### src/rtl/scratch_pad_pkg.sv
// scratch_pad_pkg: shared step codes, loader states and index widths for the scratch-pad write path
package scratch_pad_pkg;
  localparam logic [2:0] STEP_IDLE = 3'd0;
  localparam logic [2:0] STEP_ACT = 3'd1;
  localparam logic [2:0] STEP_WGT = 3'd2;
  localparam int BRAM_NUM_W = 6;
  localparam int BRAM_LAYER_W = 3;
  typedef enum logic [1:0] {IDLE, LOAD, FINISH} state_t;
endpackage

### src/rtl/scratch_pad_loader_addr_counter.sv
// loader_addr_counter: nested addr/layer/num index counter with runtime num limit; ports clk, rst_n, i_clear, i_advance, i_num_max -> o_addr, o_layer, o_num, o_last
module loader_addr_counter import scratch_pad_pkg::*; #(
  parameter int BUFFER_SIZE = 5
) (
  input  logic                    clk,
  input  logic                    rst_n,
  input  logic                    i_clear,
  input  logic                    i_advance,
  input  logic [BRAM_NUM_W-1:0]   i_num_max,
  output logic                    o_addr,
  output logic [BRAM_LAYER_W-1:0] o_layer,
  output logic [BRAM_NUM_W-1:0]   o_num,
  output logic                    o_last
);
  logic                    r_addr;
  logic [BRAM_LAYER_W-1:0] r_layer;
  logic [BRAM_NUM_W-1:0]   r_num;
  logic                    w_layer_last;
  logic                    w_num_last;
  assign w_layer_last = r_layer == BRAM_LAYER_W'(BUFFER_SIZE - 1);
  assign w_num_last = r_num == i_num_max;
  assign o_last = r_addr && w_layer_last && w_num_last;
  assign o_addr = r_addr;
  assign o_layer = r_layer;
  assign o_num = r_num;
  always_ff @(posedge clk or negedge rst_n)
    if (!rst_n) begin
      r_addr <= 1'b0;
      r_layer <= '0;
      r_num <= '0;
    end else if (i_clear) begin
      r_addr <= 1'b0;
      r_layer <= '0;
      r_num <= '0;
    end else if (i_advance) begin
      r_addr <= ~r_addr;
      if (r_addr) begin
        r_layer <= w_layer_last ? '0 : r_layer + 1'b1;
        if (w_layer_last) r_num <= w_num_last ? '0 : r_num + 1'b1;
      end
    end
endmodule

### src/rtl/scratch_pad_loader.sv
// scratch_pad_loader: sequences a valid/ready word stream onto the scratch-pad write port (step/bram_num/bram_addr/bram_layer/data_received) with busy/done; optional checksum output under SCRATCH_PAD_LOADER_CHECKSUM_EN
module scratch_pad_loader import scratch_pad_pkg::*; #(
  parameter int BUFFER_SIZE = 5,
  parameter int SYS_WIDTH = 64,
  parameter int SYS_HEIGHT = 1
) (
  input  logic                    clk,
  input  logic                    rst_n,
  input  logic                    start,
  input  logic                    load_weight,
  input  logic                    abort,
  input  logic                    s_valid,
  input  logic [31:0]             s_data,
  output logic                    s_ready,
  output logic [2:0]              step,
  output logic [BRAM_NUM_W-1:0]   bram_num,
  output logic                    bram_addr,
  output logic [BRAM_LAYER_W-1:0] bram_layer,
  output logic [31:0]             data_received,
`ifdef SCRATCH_PAD_LOADER_CHECKSUM_EN
  output logic [31:0]             checksum,
`endif
  output logic                    busy,
  output logic                    done
);
  state_t                  r_state;
  state_t                  w_state_next;
  logic                    r_mode;
  logic                    w_hs;
  logic                    w_addr;
  logic [BRAM_LAYER_W-1:0] w_layer;
  logic [BRAM_NUM_W-1:0]   w_num;
  logic                    w_last;
  logic [2:0]              r_step;
  logic [BRAM_NUM_W-1:0]   r_num;
  logic                    r_addr;
  logic [BRAM_LAYER_W-1:0] r_layer;
  logic [31:0]             r_data;
  // abort wins over a simultaneous valid word, so it also gates ready
  assign s_ready = r_state == LOAD && !abort;
  assign w_hs = s_ready && s_valid;
  assign busy = r_state != IDLE;
  // FINISH is entered on the last handshake, so done lines up with the final strobe
  assign done = r_state == FINISH;
  assign step = r_step;
  assign bram_num = r_num;
  assign bram_addr = r_addr;
  assign bram_layer = r_layer;
  assign data_received = r_data;
  loader_addr_counter #(.BUFFER_SIZE(BUFFER_SIZE)) u_cnt (
    .clk      (clk),
    .rst_n    (rst_n),
    .i_clear  (r_state != LOAD || abort),
    .i_advance(w_hs),
    .i_num_max(r_mode ? BRAM_NUM_W'(SYS_WIDTH - 1) : BRAM_NUM_W'(SYS_HEIGHT - 1)),
    .o_addr   (w_addr),
    .o_layer  (w_layer),
    .o_num    (w_num),
    .o_last   (w_last)
  );
  always_comb begin
    w_state_next = r_state;
    if (r_state == IDLE && start) w_state_next = LOAD;
    else if (r_state == LOAD && abort) w_state_next = IDLE;
    else if (w_hs && w_last) w_state_next = FINISH;
    else if (r_state == FINISH) w_state_next = IDLE;
  end
  always_ff @(posedge clk or negedge rst_n)
    if (!rst_n) begin
      r_state <= IDLE;
      r_mode <= 1'b0;
    end else begin
      r_state <= w_state_next;
      if (r_state == IDLE && start) r_mode <= load_weight;
    end
  // write strobe is a single cycle; indices and data hold while step is idle
  always_ff @(posedge clk or negedge rst_n)
    if (!rst_n) begin
      r_step <= STEP_IDLE;
      r_num <= '0;
      r_addr <= 1'b0;
      r_layer <= '0;
      r_data <= '0;
    end else begin
      r_step <= w_hs ? (r_mode ? STEP_WGT : STEP_ACT) : STEP_IDLE;
      if (w_hs) begin
        r_num <= w_num;
        r_addr <= w_addr;
        r_layer <= w_layer;
        r_data <= s_data;
      end
    end
`ifdef SCRATCH_PAD_LOADER_CHECKSUM_EN
  logic [31:0] r_sum;
  assign checksum = r_sum;
  always_ff @(posedge clk or negedge rst_n)
    if (!rst_n) r_sum <= '0;
    else if (r_state == IDLE && start) r_sum <= '0;
    else if (w_hs) r_sum <= r_sum + s_data;
`endif
endmodule

### config.mk
export PLATFORM = sky130hd
export DESIGN_NAME = scratch_pad_loader
export DESIGN_NICKNAME = d
export VERILOG_FILES = /design/src/rtl/scratch_pad_pkg.sv /design/src/rtl/scratch_pad_loader_addr_counter.sv /design/src/rtl/scratch_pad_loader.sv
export SDC_FILE = /design/constraint.sdc
export NUM_CORES = 1
export LEC_CHECK = 0
export ABC_AREA = 1
export BUFFER_PORTS_ARGS = -buffer_cell sky130_fd_sc_hd__buf_2
export CAP_MARGIN = 10
export CELL_PAD_IN_SITES_DETAIL_PLACEMENT = 1
export CELL_PAD_IN_SITES_GLOBAL_PLACEMENT = 2
export CORE_MARGIN = 1
export CORE_UTILIZATION = 29
export CTS_BUF_LIST = sky130_fd_sc_hd__clkbuf_2
export DETAILED_ROUTE_END_ITERATION = 8
export PLACE_DENSITY_LB_ADDON = 0.12
export SLEW_MARGIN = 0
export SYNTH_ARGS = -nofsm -noshare
export SYNTH_HDL_FRONTEND = slang
export SYNTH_SLANG_ARGS = --single-unit
export TNS_END_PERCENT = 50
### constraint.sdc
create_clock -name clk -period 1.9 [get_ports clk]
set_clock_uncertainty 0.05 [all_clocks]
set_input_delay 0.19 -clock clk [delete_from_list [all_inputs] [get_ports clk]]
set_output_delay 0.19 -clock clk [all_outputs]
set_load 0.02 [all_outputs]
==> out/metrics.csv, run 1 <==
metric,value,unit
syn_nets,318,
final setup violation count,0,
clock power share,28.3,%
P_int,1540,µW
P_sw,573,µW
Final Hold Fails,0,
post-DR vias/cell,4.33,
sequential share of power,60.0,%
row cnt,32,
Worst-Skew Late Latency,0.46,ns
FF-to-FF Start,r_state[0],
# DRC,0,
WP data arrival,2.00,ns
GR Layer Usage met2,27.3,%
Yosys warning total,0,
initial core utilization,30.5,%
CTS clock-pin slew for the worst setup and hold paths,0.16,ns
Synth Register Bits,57,
Post-layout nets,445,
max-cap violations,0,
DRT Pass-1 Iters,4,
largest net degree at the start of global routing,56,
critical path's slowest cell,dfrtp_1,
M1 GR Usage,20.1,%
Crit path top cell by count,nand2_1,
Crit path max-delay family,simple AND/OR/NAND/NOR gates,
Crit Path Max Fanout,33,
diodes inserted,0,
grt peak-use layer,met2,
Slowest Stage Delay on Critical Path,0.43,ns
PortBufs,84,
H-tree depth,3,
Tot Pwr,2110,µW
io pins,86,
Root Buffer,clkbuf_2,
Min-Delay Path Class,in2async,
"Gates resized, CTS repair",0,
CTS Buf Count,9,
Pleak,0.00196,µW
area of the mapped netlist,2390,µm²
wire per inst,12.6,µm
Crit Path Category,reg2reg,
worst setup path startpoint,r_state[0],
Peak VDD IR,0.314,mV
die height,92.9,µm
CP Launch Type,flip-flop,
final std cells w/o fill,511,
critical path capture point type,flip-flop,
setup TNS,0,ns
layout overhead on the synthesized area,40.8,%
GPL Wtd Cong,0.713,
Logic pwr share,11.7,%
CTS tree,built,
initial antenna violation count,0,
RSZ-0062 raised after global routing,no,
CP Buf/Inv Count,1,
DP Cell Count,456,
final worst path period share,89.5,%
vias,2214,
Switching Share,27.2,%
GR Overflow Total,0,
power density over cell area,626,nW/µm²
post-synthesis cell type count,22,
global-route wire length before repair,10.9,mm
die span in x,92.9,µm
Sink Count,57,
die area,8630,µm²
DRT iter0 DRCs,83,
final WL,6.42,mm
GRT Overall Usage,16.3,%
Pins Over Slew Limit,0,
syn_area_per_cell,8.65,µm²
Achievable Freq,0.588,GHz
remaining antenna violation count,0,
maximum buffer depth of the clock tree,2,
fill count,1002,
CORE AREA,7850,µm²
Worst Path Required,2.20,ns
layout cell share with drive strength beyond 1,26.4,%
status,"finished, final reports clean",
Mapped Cells,277,
number of global-route vias before repair,2298,
Final min period,1.70,ns
HPWL after detailed placement,4.22,mm
post-synthesis sequential area ratio,59.6,%
met3 Usage GRT,5.34,%
crit-path cells,nand2_2 > nor2_8 > nand2_4 > clkinv_2 > nand2_1 > nand2_1,
synth_stat cells:
library cell  count  share of area, %
clkinv_2          1              0.21
inv_2             1              0.16
nor2_1            9               1.4
buf_4             1              0.31
nand2_2           3              0.78
inv_1            18               2.8
nor2_2            1              0.26
dfrtp_1          57                60
o21ai_0           5               1.0
xor2_1            1              0.37
o22ai_1           1              0.26
nor2_8            1              0.84
buf_2             5               1.0
ha_1              3               1.6
nand4_1           3              0.78
o21ai_1           8               1.7
nand3_1          11               2.3
conb_1            1              0.16
buf_6             3               1.4
nand2_4           1              0.47
a21oi_1           3              0.63
nand2_1         140                22
state kept, by name, summed over array words and instances, names as in the netlist:
signal,count
r_state,2
u_cnt.o_layer,3
step,2
bram_num,6
u_cnt.o_addr,1
bram_addr,1
r_mode,1
data_received,32
bram_layer,3
u_cnt.o_num,6
power groups by stage:
stage	Clock, µW	Combinational (µW)	Sequential [µW]
after global placement	0	188	1290
after detailed placement	0	190	1290
final	597	247	1270
after CTS	653	250	1270
after floorplan	0	30.7	1330
after global routing	707	273	1270
timing repair:
item,in CTS,in global routing
buffers inserted,0,0
hold endpoints to repair,92,0
hold buffers,39,0
metal layers:
metal	wire, µm	vias to the layer above	part of all wire, %
met2	3110	62	48
met1	2920	1045	46
li1	-	1101	-
met3	339	6	5.3
met5	0	-	0
met4	52	0	0.81
per-stage QoR:
stage	utilization (%)	hold WS, ns	setup slack (ns)	area (µm²)
finish	43.0	0.211	0.199	3370
floorplan	-	-0.156	0.608	2390
detailed placement	37.0	-0.0474	0.160	2900
global placement	37.0	-0.0489	0.230	2900
global route	43.0	0.162	0.0140	3370
CTS	43.0	0.167	0.136	3370
worst reg2reg max path, cell delays in order, from the launching register on:
cell      delay [ns]
dfrtp_1         0.43
nand2_2         0.13
nor2_8          0.07
nand2_4         0.21
clkinv_2        0.44
nand2_1         0.20
nand2_1         0.07
final cells by class:
cell class,count,area (µm²),share of cell area (%)
inverter,20,76.3,2.26
clock buffer,11,55.1,1.63
clock inverter,5,22.5,0.668
timing repair buffer,125,838,24.9
sequential,57,1430,42.3
tap,102,128,3.78
multi-input combinational,191,826,24.5
path summary, 6_finish.rpt:
path / end / slack [ns] / cells after the start
worst max-delay path: data_received[29] / 0.20 / 6
worst min-delay path: data_received[22] / 0.21 / 3
worst max register to register: data_received[29] / 0.20 / 6
worst min register to register: step[0] / 0.42 / 1
max in group asynchronous: step[0] / 1.09 / 3
min in group clk: data_received[19] / 0.40 / 4
placed cells by master (no fill, tap or decap):
master | netlist | layout
a21oi_1 | 3 | 3
buf_12 | 0 | 1
buf_2 | 5 | 84
buf_4 | 1 | 1
clkbuf_2 | 0 | 11
clkinv_1 | 0 | 2
clkinv_2 | 1 | 4
conb_1 | 1 | 1
dfrtp_1 | 57 | 57
dlygate4sd3_1 | 0 | 39
ha_1 | 3 | 3
inv_1 | 18 | 18
inv_2 | 1 | 1
nand2_1 | 140 | 140
nand2_2 | 3 | 3
nand2_4 | 1 | 1
nand3_1 | 11 | 11
nand4_1 | 3 | 3
nor2_1 | 9 | 9
nor2_2 | 1 | 1
nor2_8 | 1 | 1
o21ai_0 | 5 | 5
o21ai_1 | 8 | 8
o22ai_1 | 1 | 1
xor2_1 | 1 | 1
logic make-up (layout without fill, tap and decap cells):
logic type,count (synthesis),in the layout,synth area share [%]
and+or+nand+nor,169,169,28.8
DFF,57,57,59.6
buffers and inverters,29,161,5.96
AOI/OAI and AO/OA,17,17,3.60
adders and majority gates,3,3,1.57
other,1,1,0.157
xor gates and xnor gates,1,1,0.366
Power figures use the tool's default switching activity.
==> inputs of run 2 (changes only) <==
--- a/config.mk
+++ b/config.mk
@@ -12,7 +12,7 @@
 export CELL_PAD_IN_SITES_GLOBAL_PLACEMENT = 2
 export CORE_MARGIN = 1
 export CORE_UTILIZATION = 29
-export CTS_BUF_LIST = sky130_fd_sc_hd__clkbuf_2
+export CTS_BUF_LIST = sky130_fd_sc_hd__clkbuf_8
 export DETAILED_ROUTE_END_ITERATION = 8
 export PLACE_DENSITY_LB_ADDON = 0.12
 export SLEW_MARGIN = 0
==> constraint.sdc (replaced) <==
create_clock -name clk -period 1.6 [get_ports clk]
set_clock_uncertainty 0.05 [all_clocks]
set_input_delay 0.16 -clock clk [delete_from_list [all_inputs] [get_ports clk]]
set_output_delay 0.16 -clock clk [all_outputs]
set_load 0.02 [all_outputs]
==> run 2 against run 1 <==
Net effect: register-to-register slack lost 0.03 ns; global-route usage increased by 0.067 points; via count is 0.86% lower; largest cell class unchanged; sequential power is 18% higher.
==> out/metrics.csv, run 2 (synthesis results as in run 1) <==
metric,value,unit
Pleak,0.00197,µW
remaining antenna violation count,0,
layout cell share with drive strength beyond 1,27.8,%
post-DR vias/cell,4.35,
Crit Path Category,reg2out,
layout overhead on the synthesized area,43.2,%
status,"finished, final reports clean",
diodes inserted,0,
fill count,994,
die span in x,92.9,µm
Crit Path Max Fanout,6,
Slowest Stage Delay on Critical Path,0.37,ns
Worst Path Required,1.39,ns
io pins,86,
die height,92.9,µm
Largest register FFs,32,
Final min period,1.52,ns
"Core Util, Final",43.7,%
Root Buffer,clkbuf_8,
GR Overflow Total,0,
met3 Usage GRT,3.45,%
Worst-Skew Late Latency,0.32,ns
largest net degree at the start of global routing,58,
CTS Buf Count,9,
CTS tree,built,
register area,1430,µm²
maximum buffer depth of the clock tree,2,
wire per inst,13.0,µm
initial antenna violation count,0,
final setup violation count,0,
grt peak-use layer,met2,
DRT iter0 DRCs,32,
Peak VDD IR,0.364,mV
critical path capture point type,output port,
DRT Pass-1 Iters,3,
max-cap violations,0,
CP Launch Type,flip-flop,
area occupied by multi-input gates,831,µm²
global-route wire length before repair,10.9,mm
final worst path period share,94.8,%
crit-path cells,inv_2 > nand2_2 > nor2_8 > buf_6 > buf_4,
critical path's slowest cell,dfrtp_1,
final WL,6.54,mm
PortBufs,84,
most frequent cells in the layout,"nand2_1 (140), buf_2 (83), dfrtp_1 (57)",
HPWL after detailed placement,4.29,mm
die area,8630,µm²
setup TNS,0,ns
row cnt,32,
Post-CTS Setup Repair Bufs,0,
initial core utilization,30.5,%
power density over cell area,861,nW/µm²
Final Hold Fails,0,
CORE AREA,7850,µm²
GR Layer Usage met2,25.3,%
RSZ-0062 raised after global routing,no,
Post-layout nets,441,
Sink Count,57,
vias,2195,
H-tree depth,3,
Min-Delay Path Class,in2reg,
WP data arrival,1.31,ns
"most common cell after layout, fill and taps aside",nand2_1,
GRT Overall Usage,16.3,%
M1 GR Usage,21.2,%
CTS clock-pin slew for the worst setup and hold paths,0.06,ns
number of global-route vias before repair,2292,
Pins Over Slew Limit,0,
GPL Wtd Cong,0.721,
# DRC,0,
Achievable Freq,0.660,GHz
-- run 2: cell count changes in the layout (fill, tap and decap cells not counted), moves of 2 or more --
cell,before,now
clkbuf_2,11,0
clkinv_1,2,0
clkinv_2,4,2
buf_4,1,4
clkbuf_8,0,11
dlygate4sd3_1,39,32
-- run 2: final timing paths --
path / from / end / slack [ns] / cells past startpoint
min in group asynchronous: rst_n / data_received[25] / 0.34 / 3
max in group asynchronous: rst_n / bram_num[3] / 0.89 / 3
max reg2reg: u_cnt.o_layer[0] / u_cnt.o_num[2] / 0.17 / 11
min reg2reg: r_mode / step[0] / 0.42 / 1
max: r_state[1] / s_ready / 0.08 / 5
min: s_data[0] / data_received[0] / 0.01 / 3
-- run 2: stage by stage --
step,std cells,setup slack (ns),hold WS [ns],power [µW],cell area (µm²)
detailed placement,459,0.0199,0.144,1760,2930
global route,505,0.00922,0.0322,3090,3430
CTS,505,0.000118,0.00525,3000,3420
finish,505,0.0839,0.0121,2950,3430
floorplan,277,0.308,-0.186,1620,2390
global placement,459,0.106,0.146,1750,2930
-- run 2: what timing repair did --
item / CTS / global route
gates resized for setup: 0 / 5
setup endpoints to repair: 0 / 36
hold buffers: 32 / 0
hold endpoints to repair: 88 / 0
-- run 2: critical path: cells and delay by family, from the launching register on --
family        cells  cell delay, ns
buf+inv           3            0.38
flops             1            0.37
simple gates      2            0.22
-- run 2: final cells by class --
type | count | area share, %
clock buffer | 11 | 4.42
timing repair buffer | 121 | 23.2
clock inverter | 3 | 0.511
tap | 102 | 3.72
sequential | 57 | 41.6
multi-input combinational | 191 | 24.2
inverter | 20 | 2.26
-- run 2: layer usage --
layer  up-vias  wire length [µm]
met5         -                 0
met4         0               127
met3        10               314
met2        57              3070
met1      1037              3040
li1       1091                 -
-- run 2: power by group --
group	total (µW)	leakage (µW)	switching, µW	internal [µW]
clock network	1170	0.0000871	543	623
registers	1500	0.000756	21.7	1480
logic	282	0.00113	148	134
==> inputs of run 3 (changes only) <==
--- a/config.mk
+++ b/config.mk
@@ -11,7 +11,7 @@
 export CELL_PAD_IN_SITES_DETAIL_PLACEMENT = 1
 export CELL_PAD_IN_SITES_GLOBAL_PLACEMENT = 2
 export CORE_MARGIN = 1
-export CORE_UTILIZATION = 29
+export CORE_UTILIZATION = 31
 export CTS_BUF_LIST = sky130_fd_sc_hd__clkbuf_8
 export DETAILED_ROUTE_END_ITERATION = 8
 export PLACE_DENSITY_LB_ADDON = 0.12
==> constraint.sdc (replaced) <==
create_clock -name clk -period 1.85 [get_ports clk]
set_clock_uncertainty 0.05 [all_clocks]
set_input_delay 0.185 -clock clk [delete_from_list [all_inputs] [get_ports clk]]
set_output_delay 0.185 -clock clk [all_outputs]
set_load 0.02 [all_outputs]
==> run 3 against run 2 <==
Net effect: cell area down 1.2%; power is 7.5% lower; die area decreased by 6.3%; sequential share of layout area is 0.49 points higher; clock-buffer cell count grew 1; via count is 2.3% lower; register-to-register slack improved by 0.097 ns; clock power barely moved; global-route usage increased by 0.47 points; critical endpoint is now data_received[6].
==> out/metrics.csv, run 3 (synthesis results as in run 1) <==
metric,value,unit
WP data arrival,1.75,ns
layout overhead on the synthesized area,41.5,%
hold depth,3,
DRT Pass-1 Iters,4,
CP Launch Type,flip-flop,
Post-layout nets,434,
WHS Endpoint,data_received[10],
Final Hold Fails,0,
die height,89.9,µm
GPL Wtd Cong,0.697,
Final min period,1.58,ns
CTS tree,built,
post-DR vias/cell,4.31,
critical path's slowest cell,dfrtp_1,
GRT Overall Usage,16.8,%
Worst Path Required,2.01,ns
setup TNS,0,ns
crit-path cells,nand2_2 > nor2_8 > nand2_4 > clkinv_2 > nand2_1 > nand2_1,
die span in x,89.9,µm
Crit Path Max Fanout,33,
number of global-route vias before repair,2186,
PortBufs,84,
Pleak,0.00197,µW
maximum buffer depth of the clock tree,2,
Peak VDD IR,0.398,mV
DRT iter0 DRCs,54,
io pins,86,
max-cap violations,0,
layout cell share with drive strength beyond 1,27.1,%
Worst-Skew Late Latency,0.33,ns
reg2reg end,data_received[6],
CP Buf/Inv Count,1,
CTS Buf Count,9,
min-delay src,s_data[10],
status,"finished, final reports clean",
largest net degree at the start of global routing,58,
vias,2144,
register area,1430,µm²
diodes inserted,0,
global-route wire length before repair,10.7,mm
initial antenna violation count,0,
final worst path period share,85.5,%
initial core utilization,32.5,%
FF-to-FF setup slack,0.27,ns
Worst R2R Path Depth,6,
Crit path max-delay family,simple AND/OR/NAND/NOR gates,
CTS clock-pin slew for the worst setup and hold paths,0.06,ns
CORE AREA,7370,µm²
Crit path top cell by count,nand2_1,
final WL,6.30,mm
Tot Pwr,2730,µW
Crit Path Category,reg2reg,
remaining antenna violation count,0,
Slowest Stage Delay on Critical Path,0.40,ns
final setup violation count,0,
# DRC,0,
Pins Over Slew Limit,0,
worst setup path startpoint,r_state[0],
power density over cell area,806,nW/µm²
instance count on the critical path,6,
area occupied by multi-input gates,826,µm²
H-tree depth,3,
critical path capture point type,flip-flop,
FF-to-FF Start,r_state[0],
Sink Count,57,
GR Overflow Total,0,
hold_ws,0.0145,ns
Min-Delay Path Class,in2reg,
"most common cell after layout, fill and taps aside",nand2_1,
fill count,899,
most frequent cells in the layout,"nand2_1 (140), buf_2 (84), dfrtp_1 (57)",
RSZ-0062 raised after global routing,no,
Root Buffer,clkbuf_8,
Largest register FFs,32,
die area,8080,µm²
row cnt,31,
HPWL after detailed placement,4.11,mm
wire per inst,12.7,µm
Achievable Freq,0.632,GHz
## run 3: worst max-delay path by stage
| stage | to | slack [ns] |
|---|---|---|
| 3_3_place_gp | data_received[8] | 0.30 |
| 2_1_floorplan | u_cnt.o_num[2] | 0.56 |
| 5_1_grt | data_received[10] | 0.10 |
| 3_5_place_dp | data_received[14] | 0.26 |
| 6_report | data_received[6] | 0.27 |
| 4_1_cts | data_received[6] | 0.23 |
## run 3: through the flow
stage / worst slack [ns] / util [%] / instances / instance area [µm²]
after floorplan: 0.558 / - / 277 / 2390
after global placement: 0.297 / 39.4 / 453 / 2900
after detailed placement: 0.258 / 39.4 / 453 / 2900
after CTS: 0.232 / 46.0 / 497 / 3390
after global routing: 0.104 / 46.0 / 497 / 3390
final: 0.267 / 46.0 / 497 / 3390
## run 3: worst register-to-register path, delay by kind of cell (launching register included)
family / cells / cell delay, ns
DFF: 1 / 0.40
and+or+nand+nor: 5 / 0.63
buffers and inverters: 1 / 0.40
## run 3: final cells by class
| type | instances | share of cell area [%] |
|---|---|---|
| inverters | 20 | 2.25 |
| clock inverters | 4 | 1.26 |
| repair buffers | 114 | 21.5 |
| clock buffers | 12 | 4.87 |
| multi-input cells | 191 | 24.4 |
| flip-flops and latches | 57 | 42.1 |
| well taps | 99 | 3.66 |
## run 3: what timing repair did
item                                   in CTS  in global routing
endpoints found under the hold margin      84                  0
setup buffers                               0                  0
hold buffers                               28                  0
resized for setup                           0                  0
setup endpoints to repair                   0                  0
## run 3: metal layers
metal | vias to the layer above | part of all wire [%] | GRT usage, %
met5 | - | 0 | 0
met1 | 1001 | 45 | 20.2
met4 | 0 | 1.0 | 4.44
met3 | 5 | 6.1 | 6.94
li1 | 1078 | - | -
met2 | 60 | 48 | 27.8
## run 3: report_power, final
| part | switching, µW | total, µW | internal, µW | leakage [µW] |
|---|---|---|---|---|
| Combinational | 125 | 235 | 110 | 0.00110 |
| Sequential | 18.5 | 1300 | 1280 | 0.000756 |
| Clock | 475 | 1200 | 720 | 0.000115 |
